--- src/rtl/mystic_l1_port_arbiter.sv ---
// mystic_l1_port_arbiter: shares one L1 memory port between the fetch and load/store requesters.
// Define MYSTIC_ARB_RR_EN for round-robin arbitration; otherwise data has fixed priority over fetch.
module mystic_l1_port_arbiter #(
    parameter int ADDR_W = 32,
    parameter int DATA_W = 64
) (
    input  logic                  clk_i,
    input  logic                  rst_i,
    input  logic                  if_req_i,
    input  logic [ADDR_W-1:0]     if_addr_i,
    output logic [31:0]           if_rdata_o,
    output logic                  if_ready_o,
    input  logic                  d_read_i,
    input  logic                  d_write_i,
    input  logic [ADDR_W-1:0]     d_addr_i,
    input  logic [DATA_W-1:0]     d_wdata_i,
    input  logic [DATA_W/8-1:0]   d_wstrb_i,
    output logic [DATA_W-1:0]     d_rdata_o,
    output logic                  d_ready_o,
    output logic                  mem_req_o,
    output logic                  mem_we_o,
    output logic [ADDR_W-1:0]     mem_addr_o,
    output logic [DATA_W-1:0]     mem_wdata_o,
    output logic [DATA_W/8-1:0]   mem_wstrb_o,
    input  logic [DATA_W-1:0]     mem_rdata_i,
    input  logic                  mem_ack_i,
    output logic                  busy_o,
    output logic                  viol_o
);
    localparam int STRB_W = DATA_W / 8;
    localparam logic [1:0] ST_IDLE    = 2'd0;
    localparam logic [1:0] ST_IF_XFER = 2'd1;
    localparam logic [1:0] ST_D_XFER  = 2'd2;

    logic [1:0]        state_r;
    logic              if_vld_r;
    logic [ADDR_W-1:0] if_addr_r;
    logic              d_vld_r;
    logic              d_we_r;
    logic [ADDR_W-1:0] d_addr_r;
    logic [DATA_W-1:0] d_wdata_r;
    logic [STRB_W-1:0] d_wstrb_r;

    logic              mem_req_r, mem_we_r;
    logic [ADDR_W-1:0] mem_addr_r;
    logic [DATA_W-1:0] mem_wdata_r;
    logic [STRB_W-1:0] mem_wstrb_r;
    logic              if_ready_r, d_ready_r, busy_r, viol_r;
    logic [31:0]       if_rdata_r;
    logic [DATA_W-1:0] d_rdata_r;

    logic              d_req_s, if_take_s, d_take_s, viol_s;
    logic              if_cand_s, d_cand_s, issue_s, grant_d_s;
    logic              if_done_s, d_done_s, busy_s;
    logic [ADDR_W-1:0] if_addr_eff_s, d_addr_eff_s;
    logic              d_we_eff_s;
    logic [DATA_W-1:0] d_wdata_eff_s;
    logic [STRB_W-1:0] d_wstrb_eff_s;

`ifdef MYSTIC_ARB_RR_EN
    logic              last_d_r;
`endif

    // Request acceptance, violation detection and winner selection; a request arriving
    // in an IDLE cycle competes immediately so the port is driven on the very next cycle.
    always_comb begin
        d_req_s   = d_read_i | d_write_i;
        if_take_s = if_req_i & ~if_vld_r;
        d_take_s  = d_req_s & ~d_vld_r;
        viol_s    = (if_req_i & if_vld_r) | (d_req_s & d_vld_r) | (d_read_i & d_write_i);
        if_cand_s = if_vld_r | if_take_s;
        d_cand_s  = d_vld_r | d_take_s;
        if (if_vld_r) begin
            if_addr_eff_s = if_addr_r;
        end else begin
            if_addr_eff_s = if_addr_i;
        end
        if (d_vld_r) begin
            d_we_eff_s    = d_we_r;
            d_addr_eff_s  = d_addr_r;
            d_wdata_eff_s = d_wdata_r;
            d_wstrb_eff_s = d_wstrb_r;
        end else begin
            d_we_eff_s    = d_write_i;
            d_addr_eff_s  = d_addr_i;
            d_wdata_eff_s = d_wdata_i;
            d_wstrb_eff_s = d_wstrb_i;
        end
        issue_s   = (state_r == ST_IDLE) & (if_cand_s | d_cand_s);
        if_done_s = (state_r == ST_IF_XFER) & mem_ack_i;
        d_done_s  = (state_r == ST_D_XFER) & mem_ack_i;
`ifdef MYSTIC_ARB_RR_EN
        grant_d_s = d_cand_s & (~if_cand_s | ~last_d_r);
`else
        grant_d_s = d_cand_s;
`endif
        busy_s    = (if_vld_r & ~if_done_s) | if_take_s | (d_vld_r & ~d_done_s) | d_take_s;
    end

    // Pending slots: loaded by an accepted pulse, cleared by the acknowledge of their transaction.
    always_ff @(posedge clk_i) begin
        if (rst_i) begin
            if_vld_r  <= 1'b0;
            if_addr_r <= '0;
            d_vld_r   <= 1'b0;
            d_we_r    <= 1'b0;
            d_addr_r  <= '0;
            d_wdata_r <= '0;
            d_wstrb_r <= '0;
        end else begin
            if (if_done_s) begin
                if_vld_r <= 1'b0;
            end else if (if_take_s) begin
                if_vld_r  <= 1'b1;
                if_addr_r <= if_addr_i;
            end
            if (d_done_s) begin
                d_vld_r <= 1'b0;
            end else if (d_take_s) begin
                d_vld_r   <= 1'b1;
                d_we_r    <= d_write_i;
                d_addr_r  <= d_addr_i;
                d_wdata_r <= d_wdata_i;
                d_wstrb_r <= d_wstrb_i;
            end
        end
    end

    // Port FSM: issue from IDLE, hold every mem_* output stable until acknowledged.
    always_ff @(posedge clk_i) begin
        if (rst_i) begin
            state_r     <= ST_IDLE;
            mem_req_r   <= 1'b0;
            mem_we_r    <= 1'b0;
            mem_addr_r  <= '0;
            mem_wdata_r <= '0;
            mem_wstrb_r <= '0;
        end else begin
            case (state_r)
                ST_IDLE: begin
                    if (issue_s && grant_d_s) begin
                        state_r     <= ST_D_XFER;
                        mem_req_r   <= 1'b1;
                        mem_we_r    <= d_we_eff_s;
                        mem_addr_r  <= d_addr_eff_s;
                        mem_wdata_r <= d_wdata_eff_s;
                        mem_wstrb_r <= d_we_eff_s ? d_wstrb_eff_s : {STRB_W{1'b0}};
                    end else if (issue_s) begin
                        state_r     <= ST_IF_XFER;
                        mem_req_r   <= 1'b1;
                        mem_we_r    <= 1'b0;
                        mem_addr_r  <= if_addr_eff_s;
                        mem_wstrb_r <= '0;
                    end
                end
                ST_IF_XFER, ST_D_XFER: begin
                    if (mem_ack_i) begin
                        state_r   <= ST_IDLE;
                        mem_req_r <= 1'b0;
                    end
                end
                default: begin
                    state_r   <= ST_IDLE;
                    mem_req_r <= 1'b0;
                end
            endcase
        end
    end

`ifdef MYSTIC_ARB_RR_EN
    // Last-grant pointer; resets to fetch-last so the first collision goes to data.
    always_ff @(posedge clk_i) begin
        if (rst_i) begin
            last_d_r <= 1'b0;
        end else if (issue_s) begin
            last_d_r <= grant_d_s;
        end
    end
`endif

    // Response pulses, returned data and status flags.
    always_ff @(posedge clk_i) begin
        if (rst_i) begin
            if_ready_r <= 1'b0;
            d_ready_r  <= 1'b0;
            if_rdata_r <= '0;
            d_rdata_r  <= '0;
            busy_r     <= 1'b0;
            viol_r     <= 1'b0;
        end else begin
            if_ready_r <= if_done_s;
            d_ready_r  <= d_done_s;
            busy_r     <= busy_s;
            viol_r     <= viol_s;
            if (if_done_s) begin
                if_rdata_r <= if_addr_r[2] ? mem_rdata_i[63:32] : mem_rdata_i[31:0];
            end
            if (d_done_s && !d_we_r) begin
                d_rdata_r <= mem_rdata_i;
            end
        end
    end

    assign mem_req_o   = mem_req_r;
    assign mem_we_o    = mem_we_r;
    assign mem_addr_o  = mem_addr_r;
    assign mem_wdata_o = mem_wdata_r;
    assign mem_wstrb_o = mem_wstrb_r;
    assign if_ready_o  = if_ready_r;
    assign if_rdata_o  = if_rdata_r;
    assign d_ready_o   = d_ready_r;
    assign d_rdata_o   = d_rdata_r;
    assign busy_o      = busy_r;
    assign viol_o      = viol_r;
endmodule

--- config.mk ---
export PLATFORM = sky130hd
export DESIGN_NAME = mystic_l1_port_arbiter
export DESIGN_NICKNAME = d
export VERILOG_FILES = /design/src/rtl/mystic_l1_port_arbiter.sv
export SDC_FILE = /design/constraint.sdc
export NUM_CORES = 1
export LEC_CHECK = 0
export CORE_UTILIZATION = 40
export CTS_BUF_LIST = sky130_fd_sc_hd__clkbuf_8
export DETAILED_ROUTE_END_ITERATION = 10
export GPL_ROUTABILITY_DRIVEN = 0
export HOLD_SLACK_MARGIN = 0.1
export PLACE_DENSITY = 0.72
export SETUP_SLACK_MARGIN = 0.5
export SYNTH_ARGS = -nofsm -noshare
export SYNTH_HDL_FRONTEND = slang
export SYNTH_SLANG_ARGS = --single-unit
--- constraint.sdc ---
create_clock -name clk_i -period 1.5 [get_ports clk_i]
set_input_delay 0.45 -clock clk_i [delete_from_list [all_inputs] [get_ports clk_i]]
set_output_delay 0.45 -clock clk_i [all_outputs]
set_load 0.02 [all_outputs]
==> results.md <==
- Outcome: finished with violations
- Failing checks: negative setup slack
- Clk_lat worst skew: 600 ps
- Combinational power share: 37.6%
- DRT antenna net count: 0
- Drt total wl: 62,900 um
- Fin crit share: 121.4%
- Pleak: 10.45 nW
- Hold Buf Count CTS: 0
- Crit path max fanout: 7
- Clk buf depth: 3
- WP data required: 1950 ps
- Cells after Synth: 1,639
- Placed instance count: 2,433
- WL/cell: 22.99 um
- Global-route wire length before repair: 75,220 um
- Power Total: 31.52 mW
- Initial antenna violation count: 3
- Pint: 20.88 mW
- Share of the yosys chip area belonging to registers: 49.97%
- Peak supply drop: 0.9726 mV
- Synthesized Nets: 1,848
- DR vias: 15,120
- Avg Cell Area, Syn: 8.482 sq um
- Cell variety after synth: 37
- Remaining DRCs: 0
- Pwr per Cell Area: 1257 mW/mm^2
- Yosys warnings: 0
- CTS Buf Count: 56
- Setup TNS: -24,410 ps
- Slew margin rel.: 51.45%
- Sink Count: 347
- Clk root buf: clkbuf_8
- Critical Path AT: 2270 ps
- # setup viols final: 332
- Share of cells above drive strength 1: 49.89%
- TritonCTS clock tree: built
- Final-stage net count: 2,449
- Fin. Hold Viols: 0
- Die W: 188.4 um
- Max cap viols: 0
- Total grt overflow: 0
- Initial detailed-routing violation count: 963
- Die area: 0.03550 sq mm
- Cell Count, Final, Fillers Out: 2,736
- Seq cells post-synth: 347
- Final Skew: 28.51 ps
- DIE HEIGHT: 188.4 um
- Pins Over Slew Limit: 0
- Vias per inst: 5.528
- Area delta synth->final: 80.41%
- Cell area after synthesis: 0.01390 sq mm
- Num rows: 67
- RSZ-0062 raised after global routing: yes
- Clk pwr share: 26.6%
- H-tree level count: 2
- I/O pin count: 412
- Slew @ Worst Pin: 728.3 ps
- Critical path type: flip-flop to flip-flop
- Starting Density: 41.05%
- Vias in the first global route: 13,650
- Port Buf Inserts: 411
- CP startpoint kind: flip-flop
- Setup WS post-layout: -321.4 ps
- Peak Freq: 549.0 MHz
- P_sw: 10.64 mW
- Detailed Place HPWL: 30,970 um
- Power share of the sequential group: 35.8%
- Largest net degree at the start of global routing: 114
- Final min period: 1821 ps
- Crit end category: flip-flop
- Core area: 0.03387 sq mm
- Total Routing Usage GR: 26.62%
- Hold Path Class: primary input to flip-flop
- Net Sw Frac: 33.76%
- DRT Pass-1 Iters: 5
- Clk slew on worst S/H paths: 80 ps
==> what timing repair did <==
action / 4_1_cts / 5_1_grt
resized for setup: 1529 / 478
setup buffers: 32 / 99
endpoints found under the setup margin: 553 / 553
gates cloned: 17 / 49
hold endpoints to repair: 0 / 0
pin swaps: 29 / 197
==> worst paths after layout <==
kind | slack (ps) | end | start | cells after the start
min | 220 | viol_o | if_req_i | 3
max | -320 | mem_wdata_o[50] | state_r[1] | 7
min reg2reg | 450 | d_addr_r[1] | d_addr_r[1] | 2
max reg2reg | -320 | mem_wdata_o[50] | state_r[1] | 7
==> layout by cell type, fill, tap and decap left out, drive strengths merged, types with 21 or more instances in the layout <==
cell / synthesis / layout
nor2: 84 / 84
a211oi: 65 / 65
dfxtp: 347 / 347
o21ai: 34 / 35
mux2i: 129 / 129
inv: 3 / 21
o211ai: 32 / 32
clkbuf: 60 / 111
buf: 75 / 434
nand2: 499 / 499
clkdlybuf4s50: 0 / 201
a21oi: 239 / 239
mux2: 40 / 40
==> cell type report <==
| class | instances | area [sq um] |
|---|---|---|
| sequential | 347 | 7267 |
| multi-input combinational | 1155 | 7920 |
| clock buffer | 74 | 1018 |
| inverter | 3 | 16.27 |
| timing repair buffer | 677 | 8158 |
| tap | 448 | 560.5 |
| antenna | 3 | 7.507 |
| fill | 2109 | 8787 |
| clock inverter | 29 | 132.6 |
==> cells by family (layout without fill, tap and decap cells) <==
group / after synthesis / in the layout / synth area share [%]
AO/OA/AOI/OAI: 385 / 386 / 16.00
AND/OR/NAND/NOR: 596 / 596 / 16.41
flip-flops: 347 / 347 / 49.97
other: 0 / 3 / 0
multiplexers: 169 / 169 / 12.53
adder cells (fa/ha/maj): 4 / 4 / 0.3420
buffers and inverters: 138 / 783 / 4.752
==> Yosys cell counts <==
library cell	count	area [sq um]
buf_2	63	315.3
buf_1	1	3.750
nor3_1	2	10.01
ha_1	3	37.54
mux2i_1	129	1291
o21ai_0	32	160.2
nand3_1	1	5.000
inv_1	3	11.26
or2_2	3	18.77
nor3_2	1	10.01
o211ai_1	32	240.2
and3b_1	1	8.760
o21ai_1	1	5.000
clkbuf_1	59	221.5
dfxtp_1	347	6947
o31a_1	1	8.760
a21boi_2	1	11.26
o22ai_1	1	6.260
a21oi_1	238	1191
nor2_2	1	6.260
and2_1	1	6.260
o21ai_4	1	16.27
nor2b_1	2	12.51
nor2_1	83	311.6
a31oi_1	1	6.260
mux2_2	40	450.4
a21oi_2	1	8.760
nand3b_1	1	7.510
or3_4	1	11.26
a22oi_1	10	75.07
nand2_1	499	1873
maj3_1	1	10.01
buf_4	6	45.04
clkbuf_4	1	7.510
buf_6	5	56.30
o21a_1	1	7.510
a211oi_1	65	488.0
==> metal layers <==
layer	share of wire [%]	GRT usage [%]	vias to the layer above
met5	0	0	-
met4	5.3	8.964	0
met3	8.8	7.618	223
met2	50	48.21	825
met1	36	29.68	7298
li1	-	-	6778
==> power by group through the flow <==
| stage | logic (mW) | registers (mW) | clock network, mW |
|---|---|---|---|
| finish | 11.9 | 11.3 | 8.39 |
| global route | 12.3 | 11.4 | 8.89 |
| CTS | 8.24 | 11.1 | 8.37 |
| detailed placement | 7.07 | 11.0 | 0 |
| global placement | 6.93 | 11.0 | 0 |
| floorplan | 3.13 | 11.7 | 0 |
==> per-stage QoR <==
| step | hold slack, ps | util [%] | cell area, sq um | setup WS (ps) |
|---|---|---|---|---|
| 6_report | 221.7 | 74.05 | 25080 | -321.4 |
| 5_1_grt | 215.6 | 74.05 | 25080 | -301.3 |
| 4_1_cts | 283.5 | 63.69 | 21570 | -133.6 |
| 3_5_place_dp | 443.9 | 55.55 | 18810 | -604.2 |
| 3_3_place_gp | 433.3 | 55.55 | 18810 | -566.6 |
| 2_1_floorplan | 432.9 | - | 13950 | -40.51 |
==> critical path, cell delays in order, from the launching register on <==
cell	delay, ps
dfxtp_4	370
inv_4	90
ha_4	150
o31a_4	260
buf_12	180
buf_16	140
nor2_1	40
a211oi_1	430
==> sequential cells by signal (all words and copies together), names as in the netlist, 2 cells and up <==
signal / flops
d_addr_r: 32
d_rdata_o: 64
d_wdata_r: 64
d_wstrb_r: 8
if_addr_r: 32
if_rdata_o: 32
mem_addr_o: 32
mem_wdata_o: 64
mem_wstrb_o: 8
state_r: 2
Power figures use the tool's default switching activity.
